**config.mk**
```make
export PLATFORM = sky130hd
export DESIGN_NAME = shot_ctrl_flat
export DESIGN_NICKNAME = d
export VERILOG_FILES = /design/src/rtl/shot_ctrl_if.sv /design/src/rtl/shot_ctrl.sv /design/src/flat_wrapper.sv
export SDC_FILE = /design/constraint.sdc
export NUM_CORES = 1
export LEC_CHECK = 0
export CAP_MARGIN = 20
export CELL_PAD_IN_SITES_DETAIL_PLACEMENT = 1
export CELL_PAD_IN_SITES_GLOBAL_PLACEMENT = 2
export CORE_MARGIN = 2
export CORE_UTILIZATION = 26
export CTS_BUF_LIST = sky130_fd_sc_hd__clkbuf_16
export CTS_CLUSTER_DIAMETER = 200
export DETAILED_ROUTE_END_ITERATION = 8
export GPL_TIMING_DRIVEN = 0
export HOLD_SLACK_MARGIN = 0.08
export PLACE_DENSITY = 0.89
export SYNTH_ARGS = -nofsm -noshare
export SYNTH_HDL_FRONTEND = slang
export SYNTH_SLANG_ARGS = --single-unit
```
**constraint.sdc**
```tcl
create_clock -name clk -period 1.75 [get_ports clk]
set_input_delay 0.35 -clock clk [delete_from_list [all_inputs] [get_ports clk]]
set_output_delay 0.35 -clock clk [all_outputs]
set_load 0.1 [all_outputs]
```
**src/rtl/shot_ctrl_if.sv**
```systemverilog
// Shot request/result handshake, BFS hand-off and board-memory bus of the shot controller.
// master = controller side, slave = environment (player, BFS stage, board memory).
interface shot_ctrl_if #(
    parameter int unsigned CNT_W = 3
);
    localparam int unsigned COORD_W = 3;
    localparam int unsigned CELL_W  = 2;

    logic               shot_valid;
    logic [COORD_W-1:0] shot_x;
    logic [COORD_W-1:0] shot_y;
    logic               shot_ready;

    logic               res_valid;
    logic [1:0]         res_code;
    logic [CNT_W-1:0]   ships_left;
    logic               game_over;

    logic [COORD_W-1:0] bfs_x;
    logic [COORD_W-1:0] bfs_y;
    logic               bfs_start;
    logic               bfs_done;
    logic               bfs_sink;

    logic [COORD_W-1:0] bfs_mem_addr_x;
    logic [COORD_W-1:0] bfs_mem_addr_y;
    logic               bfs_mem_wr_en;
    logic [CELL_W-1:0]  bfs_mem_wr_data;
    logic               bfs_mem_in_valid;
    logic [CELL_W-1:0]  bfs_mem_rd_data;
    logic               bfs_mem_ready;

    logic [COORD_W-1:0] mem_addr_x;
    logic [COORD_W-1:0] mem_addr_y;
    logic               mem_wr_en;
    logic [CELL_W-1:0]  mem_wr_data;
    logic               mem_in_valid;
    logic [CELL_W-1:0]  mem_rd_data;
    logic               mem_ready;

    modport master (
        input  shot_valid, shot_x, shot_y,
        input  bfs_done, bfs_sink,
        input  bfs_mem_addr_x, bfs_mem_addr_y, bfs_mem_wr_en, bfs_mem_wr_data, bfs_mem_in_valid,
        input  mem_rd_data, mem_ready,
        output shot_ready, res_valid, res_code, ships_left, game_over,
        output bfs_x, bfs_y, bfs_start,
        output bfs_mem_rd_data, bfs_mem_ready,
        output mem_addr_x, mem_addr_y, mem_wr_en, mem_wr_data, mem_in_valid
    );

    modport slave (
        output shot_valid, shot_x, shot_y,
        output bfs_done, bfs_sink,
        output bfs_mem_addr_x, bfs_mem_addr_y, bfs_mem_wr_en, bfs_mem_wr_data, bfs_mem_in_valid,
        output mem_rd_data, mem_ready,
        input  shot_ready, res_valid, res_code, ships_left, game_over,
        input  bfs_x, bfs_y, bfs_start,
        input  bfs_mem_rd_data, bfs_mem_ready,
        input  mem_addr_x, mem_addr_y, mem_wr_en, mem_wr_data, mem_in_valid
    );
endinterface

```
**src/rtl/shot_ctrl.sv**
```systemverilog
// Shot front-end: reads the targeted board cell, classifies miss/repeat/hit, runs the
// sink-detection BFS stage on hits while lending it the board-memory port, tracks ships.
module shot_ctrl #(
    parameter int unsigned WIDTH     = 6,
    parameter int unsigned NUM_SHIPS = 4,
    parameter int unsigned CNT_W     = 3
) (
    input  logic          clk,
    input  logic          rstn,
    shot_ctrl_if.master   bus
);
    localparam int unsigned COORD_W = 3;
    localparam int unsigned CELL_W  = 2;

    localparam logic [1:0] CODE_MISS   = 2'b00;
    localparam logic [1:0] CODE_HIT    = 2'b01;
    localparam logic [1:0] CODE_SINK   = 2'b10;
    localparam logic [1:0] CODE_REPEAT = 2'b11;

    localparam logic [CELL_W-1:0] CELL_WATER = 2'b00;
    localparam logic [CELL_W-1:0] CELL_SUB   = 2'b01;

    typedef enum logic [2:0] {
        IDLE    = 3'd0,
        RD_REQ  = 3'd1,
        RD_WAIT = 3'd2,
        BFS_RUN = 3'd3,
        BFS_REL = 3'd4,
        RESULT  = 3'd5
    } state_t;

    state_t             state_q, state_d;
    logic [COORD_W-1:0] x_q, x_d;
    logic [COORD_W-1:0] y_q, y_d;
    logic               sink_q, sink_d;
    logic               res_valid_q, res_valid_d;
    logic [1:0]         res_code_q, res_code_d;
    logic [CNT_W-1:0]   ships_q, ships_d;
    logic               game_over_q, game_over_d;
    logic               bfs_start_q, bfs_start_d;
    logic [COORD_W-1:0] bfs_x_q, bfs_x_d;
    logic [COORD_W-1:0] bfs_y_q, bfs_y_d;
    logic               rd_valid_q, rd_valid_d;
    logic               grant_q, grant_d;
    logic               shot_ready_c;
    logic               coord_bad_c;

    assign shot_ready_c = (state_q == IDLE) && !game_over_q;
    assign coord_bad_c  = (bus.shot_x >= COORD_W'(WIDTH)) || (bus.shot_y >= COORD_W'(WIDTH));

    // State and registered outputs
    always_ff @(posedge clk or negedge rstn) begin
        if (!rstn) begin
            state_q     <= IDLE;
            x_q         <= '0;
            y_q         <= '0;
            sink_q      <= 1'b0;
            res_valid_q <= 1'b0;
            res_code_q  <= CODE_MISS;
            ships_q     <= CNT_W'(NUM_SHIPS);
            game_over_q <= 1'b0;
            bfs_start_q <= 1'b0;
            bfs_x_q     <= '0;
            bfs_y_q     <= '0;
            rd_valid_q  <= 1'b0;
            grant_q     <= 1'b0;
        end else begin
            state_q     <= state_d;
            x_q         <= x_d;
            y_q         <= y_d;
            sink_q      <= sink_d;
            res_valid_q <= res_valid_d;
            res_code_q  <= res_code_d;
            ships_q     <= ships_d;
            game_over_q <= game_over_d;
            bfs_start_q <= bfs_start_d;
            bfs_x_q     <= bfs_x_d;
            bfs_y_q     <= bfs_y_d;
            rd_valid_q  <= rd_valid_d;
            grant_q     <= grant_d;
        end
    end

    // Next state; registered outputs are computed one cycle ahead of the state they belong to
    always_comb begin
        state_d     = state_q;
        x_d         = x_q;
        y_d         = y_q;
        sink_d      = sink_q;
        res_valid_d = 1'b0;
        res_code_d  = res_code_q;
        ships_d     = ships_q;
        game_over_d = game_over_q;
        bfs_start_d = bfs_start_q;
        bfs_x_d     = bfs_x_q;
        bfs_y_d     = bfs_y_q;
        rd_valid_d  = 1'b0;
        grant_d     = grant_q;

        case (state_q)
            IDLE: begin
                if (bus.shot_valid && shot_ready_c) begin
                    x_d    = bus.shot_x;
                    y_d    = bus.shot_y;
                    sink_d = 1'b0;
                    if (coord_bad_c) begin
                        state_d     = RESULT;
                        res_valid_d = 1'b1;
                        res_code_d  = CODE_REPEAT;
                    end else begin
                        state_d    = RD_REQ;
                        rd_valid_d = 1'b1;
                    end
                end
            end
            RD_REQ: begin
                state_d = RD_WAIT;
            end
            RD_WAIT: begin
                if (bus.mem_ready) begin
                    if (bus.mem_rd_data == CELL_SUB) begin
                        state_d     = BFS_RUN;
                        bfs_start_d = 1'b1;
                        bfs_x_d     = x_q;
                        bfs_y_d     = y_q;
                        grant_d     = 1'b1;
                    end else begin
                        state_d     = RESULT;
                        res_valid_d = 1'b1;
                        res_code_d  = (bus.mem_rd_data == CELL_WATER) ? CODE_MISS : CODE_REPEAT;
                    end
                end
            end
            BFS_RUN: begin
                if (bus.bfs_done) begin
                    sink_d      = bus.bfs_sink;
                    bfs_start_d = 1'b0;
                    state_d     = BFS_REL;
                end
            end
            BFS_REL: begin
                // Hold the grant until the BFS stage has dropped done, then report
                if (!bus.bfs_done) begin
                    state_d     = RESULT;
                    grant_d     = 1'b0;
                    res_valid_d = 1'b1;
                    res_code_d  = sink_q ? CODE_SINK : CODE_HIT;
                    if (sink_q && (ships_q != '0)) begin
                        ships_d = ships_q - CNT_W'(1);
                        if (ships_q == CNT_W'(1)) begin
                            game_over_d = 1'b1;
                        end
                    end
                end
            end
            RESULT: begin
                state_d = IDLE;
            end
            default: begin
                state_d = IDLE;
            end
        endcase
    end

    assign bus.shot_ready = shot_ready_c;
    assign bus.res_valid  = res_valid_q;
    assign bus.res_code   = res_code_q;
    assign bus.ships_left = ships_q;
    assign bus.game_over  = game_over_q;
    assign bus.bfs_start  = bfs_start_q;
    assign bus.bfs_x      = bfs_x_q;
    assign bus.bfs_y      = bfs_y_q;

    // Board-memory port: BFS stage passes straight through while it holds the grant
    assign bus.mem_addr_x      = grant_q ? bus.bfs_mem_addr_x   : x_q;
    assign bus.mem_addr_y      = grant_q ? bus.bfs_mem_addr_y   : y_q;
    assign bus.mem_wr_en       = grant_q ? bus.bfs_mem_wr_en    : 1'b0;
    assign bus.mem_wr_data     = grant_q ? bus.bfs_mem_wr_data  : CELL_WATER;
    assign bus.mem_in_valid    = grant_q ? bus.bfs_mem_in_valid : rd_valid_q;
    assign bus.bfs_mem_rd_data = bus.mem_rd_data;
    assign bus.bfs_mem_ready   = grant_q && bus.mem_ready;

endmodule

```
**src/flat_wrapper.sv**
```systemverilog
// flat-port wrapper written by rule: the top's interface ports become plain ports
module shot_ctrl_flat 
#(
    parameter int unsigned WIDTH     = 6,
    parameter int unsigned NUM_SHIPS = 4,
    parameter int unsigned CNT_W     = 3
)
  (clk, rstn, bus_shot_valid, bus_shot_x, bus_shot_y, bus_bfs_done, bus_bfs_sink, bus_bfs_mem_addr_x, bus_bfs_mem_addr_y, bus_bfs_mem_wr_en, bus_bfs_mem_wr_data, bus_bfs_mem_in_valid, bus_mem_rd_data, bus_mem_ready, bus_shot_ready, bus_res_valid, bus_res_code, bus_ships_left, bus_game_over, bus_bfs_x, bus_bfs_y, bus_bfs_start, bus_bfs_mem_rd_data, bus_bfs_mem_ready, bus_mem_addr_x, bus_mem_addr_y, bus_mem_wr_en, bus_mem_wr_data, bus_mem_in_valid);
  shot_ctrl_if #(.CNT_W(CNT_W)) bus_i ();
  input  logic clk;
  input  logic rstn;
  input wire logic [$bits(bus_i.shot_valid)-1:0] bus_shot_valid;
  input wire logic [$bits(bus_i.shot_x)-1:0] bus_shot_x;
  input wire logic [$bits(bus_i.shot_y)-1:0] bus_shot_y;
  input wire logic [$bits(bus_i.bfs_done)-1:0] bus_bfs_done;
  input wire logic [$bits(bus_i.bfs_sink)-1:0] bus_bfs_sink;
  input wire logic [$bits(bus_i.bfs_mem_addr_x)-1:0] bus_bfs_mem_addr_x;
  input wire logic [$bits(bus_i.bfs_mem_addr_y)-1:0] bus_bfs_mem_addr_y;
  input wire logic [$bits(bus_i.bfs_mem_wr_en)-1:0] bus_bfs_mem_wr_en;
  input wire logic [$bits(bus_i.bfs_mem_wr_data)-1:0] bus_bfs_mem_wr_data;
  input wire logic [$bits(bus_i.bfs_mem_in_valid)-1:0] bus_bfs_mem_in_valid;
  input wire logic [$bits(bus_i.mem_rd_data)-1:0] bus_mem_rd_data;
  input wire logic [$bits(bus_i.mem_ready)-1:0] bus_mem_ready;
  output wire logic [$bits(bus_i.shot_ready)-1:0] bus_shot_ready;
  output wire logic [$bits(bus_i.res_valid)-1:0] bus_res_valid;
  output wire logic [$bits(bus_i.res_code)-1:0] bus_res_code;
  output wire logic [$bits(bus_i.ships_left)-1:0] bus_ships_left;
  output wire logic [$bits(bus_i.game_over)-1:0] bus_game_over;
  output wire logic [$bits(bus_i.bfs_x)-1:0] bus_bfs_x;
  output wire logic [$bits(bus_i.bfs_y)-1:0] bus_bfs_y;
  output wire logic [$bits(bus_i.bfs_start)-1:0] bus_bfs_start;
  output wire logic [$bits(bus_i.bfs_mem_rd_data)-1:0] bus_bfs_mem_rd_data;
  output wire logic [$bits(bus_i.bfs_mem_ready)-1:0] bus_bfs_mem_ready;
  output wire logic [$bits(bus_i.mem_addr_x)-1:0] bus_mem_addr_x;
  output wire logic [$bits(bus_i.mem_addr_y)-1:0] bus_mem_addr_y;
  output wire logic [$bits(bus_i.mem_wr_en)-1:0] bus_mem_wr_en;
  output wire logic [$bits(bus_i.mem_wr_data)-1:0] bus_mem_wr_data;
  output wire logic [$bits(bus_i.mem_in_valid)-1:0] bus_mem_in_valid;
  assign bus_i.shot_valid = bus_shot_valid;
  assign bus_i.shot_x = bus_shot_x;
  assign bus_i.shot_y = bus_shot_y;
  assign bus_i.bfs_done = bus_bfs_done;
  assign bus_i.bfs_sink = bus_bfs_sink;
  assign bus_i.bfs_mem_addr_x = bus_bfs_mem_addr_x;
  assign bus_i.bfs_mem_addr_y = bus_bfs_mem_addr_y;
  assign bus_i.bfs_mem_wr_en = bus_bfs_mem_wr_en;
  assign bus_i.bfs_mem_wr_data = bus_bfs_mem_wr_data;
  assign bus_i.bfs_mem_in_valid = bus_bfs_mem_in_valid;
  assign bus_i.mem_rd_data = bus_mem_rd_data;
  assign bus_i.mem_ready = bus_mem_ready;
  assign bus_shot_ready = bus_i.shot_ready;
  assign bus_res_valid = bus_i.res_valid;
  assign bus_res_code = bus_i.res_code;
  assign bus_ships_left = bus_i.ships_left;
  assign bus_game_over = bus_i.game_over;
  assign bus_bfs_x = bus_i.bfs_x;
  assign bus_bfs_y = bus_i.bfs_y;
  assign bus_bfs_start = bus_i.bfs_start;
  assign bus_bfs_mem_rd_data = bus_i.bfs_mem_rd_data;
  assign bus_bfs_mem_ready = bus_i.bfs_mem_ready;
  assign bus_mem_addr_x = bus_i.mem_addr_x;
  assign bus_mem_addr_y = bus_i.mem_addr_y;
  assign bus_mem_wr_en = bus_i.mem_wr_en;
  assign bus_mem_wr_data = bus_i.mem_wr_data;
  assign bus_mem_in_valid = bus_i.mem_in_valid;
  shot_ctrl #(.WIDTH(WIDTH), .NUM_SHIPS(NUM_SHIPS), .CNT_W(CNT_W)) u_core (.clk(clk), .rstn(rstn), .bus(bus_i));
endmodule
```
# --- After elaboration in Yosys (flattened, before gate mapping) ---
# Cells that the tools add are included.
# W data, S select, Z words.
totals:
  ff_bits: 26
  latch_bits: 0
  ramBits: 0
  mem_bits_ro: 0
  input_bits: 24
  wordCells: 90
  memories: 0
op_classes:
  addsub: 1
  n_mul: 0
  div_mod_pow: 0
  order_cmp: 2
  eq_ne: 13
  shift: 0
  n_mux: 38
  bitwise: 1
  n_reduce_logical: 22
op_table:
  columns: ["operator", "n"]
  rows:
  - ["$mux W3", 8]
  - ["$mux W1", 16]
  - ["$mux W2", 8]
  - ["$reduce_and A4 Y1", 4]
  - ["$pmux W3 S5", 1]
  - ["$ne A2 B2 Y1 const B", 5]
  - ["$reduce_and A3 Y1", 3]
  - ["$eq A3 B1 Y1 const B", 2]
  - ["$eq A3 B2 Y1 const B", 2]
  - ["$ge A3 B3 Y1 const B", 2]
  - ["$pmux W1 S2", 3]
  - ["$pmux W2 S3", 1]
  - ["$reduce_and A6 Y1", 1]
  - ["$reduce_bool A2 Y1", 3]
  - ["$reduce_bool A3 Y1", 2]
  - ["$logic_and A1 B1 Y1", 4]
  - ["$ne A2 B1 Y1 const B", 2]
  - ["$eq A3 B3 Y1 const B", 1]
  - ["$logic_not A3 Y1", 1]
  - ["$pmux W1 S3", 1]
  - ["$sub A3 B1 Y3 const B", 1]
  - ["$eq A2 B1 Y1 const B", 1]
  - ["$logic_not A2 Y1", 1]
  - ["$reduce_and A2 Y1", 1]
  - ["3 further kinds", 3]

# --- Logic depth before layout (Yosys ltp) ---
depth:
  ltp_word: 5
  ltp_mapped: 6
  ltp_nobuf: 5

# --- Worst setup path before layout ---
# No wires, ideal clock.
synth_path:
  kind: "register to register"
  startpoint: "register u_core.game_over_q (netlist: u_core.bus.game_over)"
  endpoint: "register u_core.x_q[0]"
  arrival_time_ps: 3530
  setup_slack_ps: -1905
  path_stages_with_launch: 4
  n_path_buf: 0
  period_less_slack_ps: 3655
  path_cell_list: "dfrtp_1 -> nor4_2 -> nand2_1 -> mux2_2"
synth_via:
  elab_chain_len: 4
synth_lines:
  columns: ["item", "line_no", "rtl"]
  rows:
  - ["start, declared", "shot_ctrl.sv:39", "logic game_over_q, game_over_d;"]
  - ["start signal, assigned", "shot_ctrl.sv:75", "game_over_q <= game_over_d;"]
  - ["$logic_not A1 Y1", "shot_ctrl.sv:48", "assign shot_ready_c = (state_q == IDLE) && !game_over_q;"]
  - ["$logic_and A1 B1 Y1", "shot_ctrl.sv:48", null]
  - ["via bus_shot_ready", "flat_wrapper.sv:24", "output wire logic [$bits(bus_i.shot_ready)-1:0] bus_shot_ready;"]
  - ["$logic_and A1 B1 Y1", "shot_ctrl.sv:102", "if (bus.shot_valid && shot_ready_c) begin"]
  - ["$reduce_and A2 Y1 (no source line)", null, null]
  - ["end signal, assigned", "shot_ctrl.sv:55", "x_q <= '0;"]
  - ["end signal, assigned", "shot_ctrl.sv:69", "x_q <= x_d;"]
  - ["end, declared", "shot_ctrl.sv:33", "logic [COORD_W-1:0] x_q, x_d;"]
# The timed path passes the listed nets, and every way through them passes these cells.
# A chain may end at the register's enable or synchronous reset.

# --- Worst setup path in the final report ---
layout_path:
  startpoint: "register u_core.game_over_q (netlist: u_core.bus.game_over)"
  endpoint: "output port bus_shot_ready"
layout_via:
  elab_chain_len: 2
layout_lines:
  columns: ["item", "line_no"]
  rows:
  - ["$logic_not A1 Y1", "shot_ctrl.sv:48"]
  - ["$logic_and A1 B1 Y1", "shot_ctrl.sv:48"]
  - ["end, declared", "flat_wrapper.sv:24"]
# Every way passes these cells.

==> impl_results.md <==
- Synth Area in Adders: under 10%
- Min-Delay Path Class: in2reg
- # diodes: 0
- DP HPWL: about 2700 um
- Synthesized cell area: ~0.0013 mm^2
- Register area share after synthesis: approximately half
- PortBufs: 51
- Setup WS pre-CTS: -798 ps
- Worst path required time: between 1000 and 1500 ps
- Number of synthesized register bits: 26
- CTS Hold Buffers Added: 0
- Final WS setup: -16.4 ps
- DRT iter0 DRCs: 35
- Hold WS: 405 ps
- Total wire length: approximately 3500 um
- Fmax achieved: 566 MHz
- Reg clk slew, reported paths: around 60 ps
- Largest net degree at the start of global routing: 19
- RSZ-0062 raised after global routing: yes
- Grt total ovfl: 0
- Unique masters post-synth: 32
- Top-area cell type share of the netlist area: a little under half
- Failing checks: setup timing
- Prevailing post-synth register cell: dfrtp_1
- Area growth syn-to-layout: 60.7%
- CTS Sinks: 26
- Syn_area_per_cell: roughly 11 um^2
- Commonest non-fill, non-tap cell in the layout: clkdlybuf4s50_1
- Via density: 4.66
- Layout net count: a little over 200
- Core footprint: around 0.0048 mm^2
- Final Hold Viols: 0
- Post-Syn Nets: around 140
- Status: finished, violations left
- GRT Total Usage: a little over an eighth
- Max Slew Vio Count: 0
- Crit share post-route: 101%
- Synth top area cells: dfrtp_1 48%, mux2_2 18%, ha_1 2.9%
- Total number of H-tree levels: 1
- Via count: 1124
- Min Tclk post-route: 1770 ps
- Remaining DRCs: 0
- Routed WL per cell: roughly 15 um
- Largest family of logic cells by synthesized area: multiplexers
- CTS buffer count: 3
- Row count: 25
- CTS tree: built
- Starting Density: between 20% and 30%
- Chip height: approximately 75 um
- # Max-Cap Violations: 0
- Worst-skew pair later-pin latency: 260 ps
- EDFF count, synth: 0
- Compound-Gate Fraction of Synth Area: 9.67%
- Yosys warning count: 0
- Max clock buf depth: 2
- Clock skew: roughly 3.2 ps
- Number of global-route vias before repair: 1163
- Slew @ Worst Pin: 553 ps
- Setup-failing EPs final: 1
- Final ANT Viol Nets: 0
- WS Path Type: reg2out
- Worst rel slew slack: roughly 63%
- Post-synth ARST share: 100%
- Pre-Repair DR Iteration Count: 4
- Post-Synth XOR/XNOR Area: less than 1%
- Die Width: 74.9 um
- Worst Path Arrival: 1420 ps
- Setup_tns: -16.4 ps
- Cell taking the most area after synthesis: dfrtp_1
- Top Ports: 52
- Final RePlAce weighted congestion: roughly 0.78
- Critical Path Sink Type: primary output
- Mux cell area share after synthesis: between 15 and 20%
- Commonest cells after routing, fill and taps aside: 22 x clkdlybuf4s50_1, 21 x mux2_2, 21 x dfrtp_1, 13 x buf_4, 13 x clkdlybuf4s15_2
- Post-synthesis cell count: 114
- Initial antenna violation count: 0
- Die area: approximately 0.0056 mm^2
- Root buf cell: clkbuf_16
- Worst reg2reg setup slack: about 60 ps
- Synth Area in Simple Gates: 12.2%
- Worst setup SP type: flip-flop
- Share of cells above drive strength 1: around 47%
- Worst-path maximum fanout: 3
- Global-route wire length before repair: roughly 5700 um
sequential cells by signal, summed over array words and instances, names as in the netlist:
name,count
u_core.bus.bfs_y,3
u_core.bus.bfs_x,3
u_core.grant_q,1
u_core.x_q,3
u_core.bus.res_code,2
u_core.bus.bfs_start,1
u_core.bus.res_valid,1
u_core.state_q,3
u_core.y_q,3
u_core.bus.game_over,1
u_core.rd_valid_q,1
u_core.sink_q,1
u_core.bus.ships_left,3
stage by stage:
stage          utilization [%]  cell area [um^2]  instances
5_1_grt                   43.9              2100        241
3_3_place_gp              40.5              1940        232
6_report                  43.9              2100        241
3_5_place_dp              41.1              1970        233
2_1_floorplan                -              1350        114
4_1_cts                   43.0              2060        239
layer usage:
metal,GRT usage [%],up-vias,routed length [um]
met1,16.1,573,1440
li1,-,514,-
met3,3.21,7,188
met2,23.6,30,1850
met5,0,-,0
met4,5.95,0,72
timing repair:
| action | CTS | global route |
|---|---|---|
| setup buffers | 2 | 2 |
| gates resized for setup | 134 | 12 |
| endpoints found under the setup margin | 35 | 13 |
| pin swaps | 2 | 1 |
area by class of cell:
class	count	area (um^2)
fillers	520	2690
flip-flops and latches	26	668
multi-input cells	73	614
repair buffers	56	568
well taps	67	83.8
clock buffers	3	75.1
plain buffers	7	57.6
inverters	8	30.0
clock inverters	1	3.75
final timing paths:
check,start,endpoint,cells past startpoint
worst min register to register,u_core.bus.bfs_x[2],u_core.bus.bfs_x[2],1
worst max register to register,u_core.bus.game_over,u_core.bus.res_code[1],4
worst max-delay path,u_core.bus.game_over,bus_shot_ready,2
max in group asynchronous,rstn,u_core.bus.ships_left[2],2
worst min-delay path,bus_bfs_done,u_core.state_q[0],2
min in group asynchronous,rstn,u_core.y_q[1],1
worst max-delay path: stages (launching register included):
cell and delay [ps]:
dfrtp_4 490, nor4_4 380, buf_6 280
kinds of logic after synthesis:
kind of cell | Yosys count
compound gates | 18
xor+xnor | 1
flops | 26
mux | 23
fa+ha+maj | 3
buf+inv | 15
simple gates | 28
synthesized netlist by cell type, drive strengths merged, types with 2 or more instances:
library cell	number
nor2b	2
mux2	21
o32ai	3
mux2i	2
a22oi	2
nand3	2
o21ai	2
nand2b	3
nor2	3
inv	8
nand2	8
ha	3
or3	2
o211ai	2
buf	6
a21oi	5
dfrtp	25
and2	4
Power is not shown: default switching activity piles up to over one toggle a cycle in this logic, so the estimate is an artifact.
